### src/rtl/pipeline_stream_collector_pkg.sv
// pipeline_collect_pkg: shared defaults, stat width and width helpers for pipeline_stream_collector
package pipeline_collect_pkg;
  localparam int DEFAULT_DEPTH = 4;
  localparam int DEFAULT_DATA_WIDTH = 32;
  localparam int STAT_W = 32;
  function automatic int credit_width(input int depth);
    return $clog2(depth + 1);
  endfunction
  function automatic int ptr_width(input int depth);
    return depth > 1 ? $clog2(depth) : 1;
  endfunction
endpackage

### src/rtl/pipeline_stream_collector_if.sv
// pipeline_stream_collector_if: issue, pipeline-result and downstream stream signals of the collector
interface pipeline_stream_collector_if
  import pipeline_collect_pkg::*;
#(
  parameter int DATA_WIDTH = DEFAULT_DATA_WIDTH
);
  logic                  in_valid;
  logic                  in_ready;
  logic                  issue_valid;
  logic                  pipe_valid;
  logic [DATA_WIDTH-1:0] pipe_data;
  logic                  out_valid;
  logic                  out_ready;
  logic [DATA_WIDTH-1:0] out_data;
  logic                  overflow_err;
  modport master (
    output in_valid, pipe_valid, pipe_data, out_ready,
    input  in_ready, issue_valid, out_valid, out_data, overflow_err
  );
  modport slave (
    input  in_valid, pipe_valid, pipe_data, out_ready,
    output in_ready, issue_valid, out_valid, out_data, overflow_err
  );
endinterface

### src/rtl/pipeline_stream_collector_fifo.sv
// pipeline_collect_fifo: DEPTH x DATA_WIDTH register FIFO, fall-through head, sticky overflow on push into full
module pipeline_collect_fifo
  import pipeline_collect_pkg::*;
#(
  parameter int DEPTH      = DEFAULT_DEPTH,
  parameter int DATA_WIDTH = DEFAULT_DATA_WIDTH
) (
  input  logic                           clk,
  input  logic                           rst,
  input  logic                           push,
  input  logic [DATA_WIDTH-1:0]          push_data,
  input  logic                           pop,
  output logic [DATA_WIDTH-1:0]          rd_data,
  output logic [credit_width(DEPTH)-1:0] count,
  output logic                           full,
  output logic                           empty,
  output logic                           overflow
);
  localparam int PW = ptr_width(DEPTH);
  localparam int CW = credit_width(DEPTH);
  logic [DATA_WIDTH-1:0] mem [DEPTH];
  logic [PW-1:0] rd_ptr, wr_ptr;
  logic do_push, do_pop;
  function automatic logic [PW-1:0] nxt(input logic [PW-1:0] p);
    return p == PW'(DEPTH - 1) ? '0 : p + PW'(1);
  endfunction
  assign empty   = count == '0;
  assign full    = count == CW'(DEPTH);
  assign do_pop  = pop && !empty;
  assign do_push = push && (!full || do_pop);
  assign rd_data = mem[rd_ptr];
  // storage write; a push on a full FIFO with a pop reuses the slot just freed
  always_ff @(posedge clk)
    if (!rst && do_push) mem[wr_ptr] <= push_data;
  // pointers, occupancy and the sticky overflow flag
  always_ff @(posedge clk)
    if (rst) begin
      rd_ptr   <= '0;
      wr_ptr   <= '0;
      count    <= '0;
      overflow <= 1'b0;
    end else begin
      wr_ptr   <= do_push ? nxt(wr_ptr) : wr_ptr;
      rd_ptr   <= do_pop ? nxt(rd_ptr) : rd_ptr;
      count    <= count + CW'(do_push) - CW'(do_pop);
      overflow <= overflow || (push && !do_push);
    end
endmodule

### src/rtl/pipeline_stream_collector.sv
// pipeline_stream_collector: credit-throttled ready/valid collector for valid-only pipelines; stats under PIPE_COLLECT_STATS_EN
module pipeline_stream_collector
  import pipeline_collect_pkg::*;
#(
  parameter int DATA_WIDTH = DEFAULT_DATA_WIDTH,
  parameter int DEPTH      = DEFAULT_DEPTH
) (
  input  logic                       clk,
  input  logic                       rst,
  pipeline_stream_collector_if.slave bus
`ifdef PIPE_COLLECT_STATS_EN
  ,
  output logic [STAT_W-1:0]          stat_issued,
  output logic [STAT_W-1:0]          stat_stall,
  output logic [STAT_W-1:0]          stat_backpressure
`endif
);
  localparam int CREDIT_W = credit_width(DEPTH);
  logic [CREDIT_W-1:0] credits, count;
  logic issue, pop, full, empty;
  assign bus.in_ready    = credits != '0 && !rst;
  assign issue           = bus.in_valid && bus.in_ready;
  assign bus.issue_valid = issue;
  assign bus.out_valid   = !empty;
  assign pop             = bus.out_valid && bus.out_ready;
  // one credit per free FIFO slot not already claimed by an in-flight beat
  always_ff @(posedge clk)
    credits <= rst ? CREDIT_W'(DEPTH) : credits - CREDIT_W'(issue) + CREDIT_W'(pop);
  pipeline_collect_fifo #(.DEPTH(DEPTH), .DATA_WIDTH(DATA_WIDTH)) u_fifo (
    .clk      (clk),
    .rst      (rst),
    .push     (bus.pipe_valid),
    .push_data(bus.pipe_data),
    .pop      (pop),
    .rd_data  (bus.out_data),
    .count    (count),
    .full     (full),
    .empty    (empty),
    .overflow (bus.overflow_err)
  );
  // credits and buffered beats can never exceed DEPTH, and a full FIFO holds every credit
  assert property (@(posedge clk) disable iff (rst)
    (int'(credits) + int'(count) <= DEPTH) && (!full || credits == '0));
`ifdef PIPE_COLLECT_STATS_EN
  // free-running issue, upstream-stall and downstream-backpressure counters
  always_ff @(posedge clk)
    if (rst) begin
      stat_issued       <= '0;
      stat_stall        <= '0;
      stat_backpressure <= '0;
    end else begin
      stat_issued       <= stat_issued + STAT_W'(issue);
      stat_stall        <= stat_stall + STAT_W'(bus.in_valid && !bus.in_ready);
      stat_backpressure <= stat_backpressure + STAT_W'(bus.out_valid && !bus.out_ready);
    end
`endif
endmodule
### src/flat_wrapper.sv
// flat-port wrapper written by rule: the top's interface ports become plain ports
module pipeline_stream_collector_flat import pipeline_collect_pkg::*;
#(
  parameter int DATA_WIDTH = DEFAULT_DATA_WIDTH,
  parameter int DEPTH      = DEFAULT_DEPTH
)
  (clk, rst, bus_in_valid, bus_pipe_valid, bus_pipe_data, bus_out_ready, bus_in_ready, bus_issue_valid, bus_out_valid, bus_out_data, bus_overflow_err);
  pipeline_stream_collector_if #(.DATA_WIDTH(DATA_WIDTH)) bus_i ();
  input  logic clk;
  input  logic rst;
  input wire logic [$bits(bus_i.in_valid)-1:0] bus_in_valid;
  input wire logic [$bits(bus_i.pipe_valid)-1:0] bus_pipe_valid;
  input wire logic [$bits(bus_i.pipe_data)-1:0] bus_pipe_data;
  input wire logic [$bits(bus_i.out_ready)-1:0] bus_out_ready;
  output wire logic [$bits(bus_i.in_ready)-1:0] bus_in_ready;
  output wire logic [$bits(bus_i.issue_valid)-1:0] bus_issue_valid;
  output wire logic [$bits(bus_i.out_valid)-1:0] bus_out_valid;
  output wire logic [$bits(bus_i.out_data)-1:0] bus_out_data;
  output wire logic [$bits(bus_i.overflow_err)-1:0] bus_overflow_err;
  assign bus_i.in_valid = bus_in_valid;
  assign bus_i.pipe_valid = bus_pipe_valid;
  assign bus_i.pipe_data = bus_pipe_data;
  assign bus_i.out_ready = bus_out_ready;
  assign bus_in_ready = bus_i.in_ready;
  assign bus_issue_valid = bus_i.issue_valid;
  assign bus_out_valid = bus_i.out_valid;
  assign bus_out_data = bus_i.out_data;
  assign bus_overflow_err = bus_i.overflow_err;
  pipeline_stream_collector #(.DATA_WIDTH(DATA_WIDTH), .DEPTH(DEPTH)) u_core (.clk(clk), .rst(rst), .bus(bus_i));
endmodule
### config.mk
export PLATFORM = sky130hd
export DESIGN_NAME = pipeline_stream_collector_flat
export DESIGN_NICKNAME = d
export VERILOG_FILES = /design/src/rtl/pipeline_stream_collector_pkg.sv /design/src/rtl/pipeline_stream_collector_if.sv /design/src/rtl/pipeline_stream_collector_fifo.sv /design/src/rtl/pipeline_stream_collector.sv /design/src/flat_wrapper.sv
export SDC_FILE = /design/constraint.sdc
export NUM_CORES = 1
export LEC_CHECK = 0
export CAP_MARGIN = 5
export CORE_MARGIN = 4
export CORE_UTILIZATION = 45
export DETAILED_ROUTE_END_ITERATION = 16
export PLACE_DENSITY_LB_ADDON = 0.3
export SLEW_MARGIN = 5
export SYNTH_ARGS = -nofsm -noshare
export SYNTH_HDL_FRONTEND = slang
export SYNTH_SLANG_ARGS = --single-unit
### constraint.sdc
create_clock -name clk -period 3.5 [get_ports clk]
set_clock_uncertainty 0.2 [all_clocks]
set_input_delay 0.525 -clock clk [delete_from_list [all_inputs] [get_ports clk]]
set_output_delay 0.525 -clock clk [all_outputs]
set_load 0.1 [all_outputs]
==> metrics.cfg <==
[clocking]
clk_pin_slew_ns=0.06
clkSinkCount=141
cts.path.max_buffers=2
clk_latency_ns=0.41
cts_hold_buf=0
cts_buffers=17
cts_tree=done
postCtsSetupRepairBufs=0
cts_resized=0
root_buffer=clkbuf_16
h-tree-depth=4

[power]
switching_share_pct=34.89
power_per_cell_area_nw_per_um2=803.8
p_int_w=0.003535
pwr-share-clk_pct=31.9
power.switching_w=0.001894
p_leak_nw=2.276
p_total_w=0.005430
p_comb_share_pct=30.3
peakVddDrop_uv=646.3
pwr-share-seq_pct=37.8

[sta]
timing.final.crit_share_pct=84.46
period_needed_ns=2.956
rsz0062_at_grt=no
maxSlewHeadroom_pct=34.92
setup_viol=0
tightest_slew_ns=0.9732
slew_viol_final=0
tns_ns=0
hold_viol_final=0
fmaxAchievable_ghz=0.3383

[floorplan]
die_x_um=116.4
die_h_um=116.4
die-area_sq_um=13540
start_util_pct=46.08
pin_count=73
core_sq_um=11470
std_cell_rows=39

[grt]
grt_max_degree=33
grt-ovfl-total=0
grt_usage_pct=14.20
antenna_found_initial=0
grt_pass1_wl_um=13470
first_global_vias=2581

[yosys]
syn-num-nets=283
synth_cell_types=29
synthCells=236
syn-cell-area_sq_um=5284
ys_ff_latch=141
avgSynthCellArea_sq_um=22.39
yosys.area.top_type=edfxtp_1
yosysTopAreaCellShare_pct=72.74
yosys_warnings=0
synth.area.top_cells=edfxtp_1 (73%), mux4_2 (14%), dfxtp_1 (4.9%)
ys_seq_area_share_pct=77.67

[critical_path]
critPathMaxStageDelay_ns=0.98
arrival_ns=2.23
critical_path.cell_chain=or3_2 > clkdlybuf4s50_1
path_delay_family=buffers and inverters
path_buf_inv=1
crit_type=reg -> out
cp-start-kind=register
cp-end-kind=output port
worst-endpoint-required_ns=2.77
slowest_stage=clkdlybuf4s50_1
critical_path.max_fanout=6

[job]
maxCapViolations=0

[final_layout]
diodes=0
drive_above_1_share_pct=34.90
final_common_cell=edfxtp_1
utilization_pct=58.91
layout_common_cells=edfxtp_1 (128), buf_4 (43), clkdlybuf4s50_1 (38)
fin_nets=376
area_growth_pct=27.85

[min_path]
hp-class=reg -> reg

[route]
drc_errors=0
drtIter0Drc=108
ant_nets=0
vias=2495
routed_via_density=5.155
firstDrtPassIters=4
avgRoutedWirePerCell_um=18.21
routed_wirelength_um=8813

[placed_design]
gp_congestion=0.6834
place_hpwl_um=5353
port_buffers=72

[outcome]
status=finished, final reports clean

-- final timing paths --
path / start / end / slack [ns] / cells past startpoint
setup / recovery: u_core.u_fifo.count[1] / bus_out_valid / 0.54 / 2
hold / removal: u_core.u_fifo.rd_ptr[0] / register / 0.29 / 2
hold reg to reg: u_core.u_fifo.rd_ptr[0] / register / 0.29 / 2
setup reg to reg: u_core.u_fifo.count[1] / u_core.u_fifo.count[2] / 0.97 / 8
-- stage by stage --
| step | instances | cell area (sq um) | hold slack, ns | worst slack (ns) |
|---|---|---|---|---|
| after CTS | 484 | 6755 | 0.2949 | 0.4949 |
| after global placement | 453 | 6177 | 0.2666 | 0.4785 |
| after detailed placement | 453 | 6177 | 0.2777 | 0.4030 |
| after floorplan | 236 | 5288 | 0.2634 | -0.3248 |
| after global routing | 484 | 6755 | 0.3458 | 0.3906 |
| final | 484 | 6755 | 0.2916 | 0.5441 |
-- worst reg2reg max path: stages (launching register included) --
cell and delay, ns:
dfxtp_1 0.37, or4b_4 0.59, nand2_2 0.18, xnor2_1 0.11
ha_1 0.21, fa_1 0.38, xnor2_1 0.18, xnor2_1 0.13
nor2_1 0.06
-- cells in the mapped netlist, drive strengths merged --
cell type / instances
edfxtp: 128
mux4: 32
clkbuf: 2
o31ai: 1
nand2: 3
a21o: 2
ha: 8
nand2b: 1
or4b: 1
mux2i: 1
xnor2: 4
nor3b: 4
or3: 2
dfxtp: 13
buf: 6
nor4b: 1
nor2b: 3
a21oi: 4
nor2: 6
fa: 2
xor2: 1
inv: 7
nand3: 2
nor3: 1
and2: 1
-- metal layers --
metal	global-route usage [%]	share of wire (%)
met1	17.31	41
met3	6.218	5.6
met5	0	0
met4	6.497	1.5
met2	22.01	52
-- power by group through the flow --
stage | clock (W) | combinational [W] | sequential [W]
floorplan | 0 | 0.00137 | 0.00203
global placement | 0 | 0.00166 | 0.00209
detailed placement | 0 | 0.00166 | 0.00209
CTS | 0.00177 | 0.00167 | 0.00206
global route | 0.00185 | 0.00173 | 0.00207
finish | 0.00173 | 0.00165 | 0.00205
-- registers in the layout (all words and copies together) (netlist names), named ones only --
| signal | flops |
|---|---|
| u_core.u_fifo.overflow | 1 |
| u_core.u_fifo.mem | 128 |
| u_core.credits | 3 |
| u_core.u_fifo.rd_ptr | 2 |
| u_core.u_fifo.wr_ptr | 2 |
| u_core.u_fifo.count | 3 |
-- logic make-up after synthesis --
logic type	Yosys count	share of synthesized area, %
compound gates	7	1.042
mux	33	13.83
buf+inv	15	1.161
xor+xnor	5	0.8288
flops	141	77.67
fa+ha+maj	10	2.652
simple gates	25	2.818
-- cell type report --
class | instances | area (sq um)
Clock buffer | 17 | 425.4
Clock inverter | 14 | 152.6
Fill cell | 855 | 4712
Inverter | 7 | 26.28
Multi-Input combinational cell | 80 | 1142
Sequential cell | 141 | 4106
Tap cell | 143 | 178.9
Timing Repair Buffer | 82 | 723.2
Note: power is estimated with default switching activity, not from simulation.
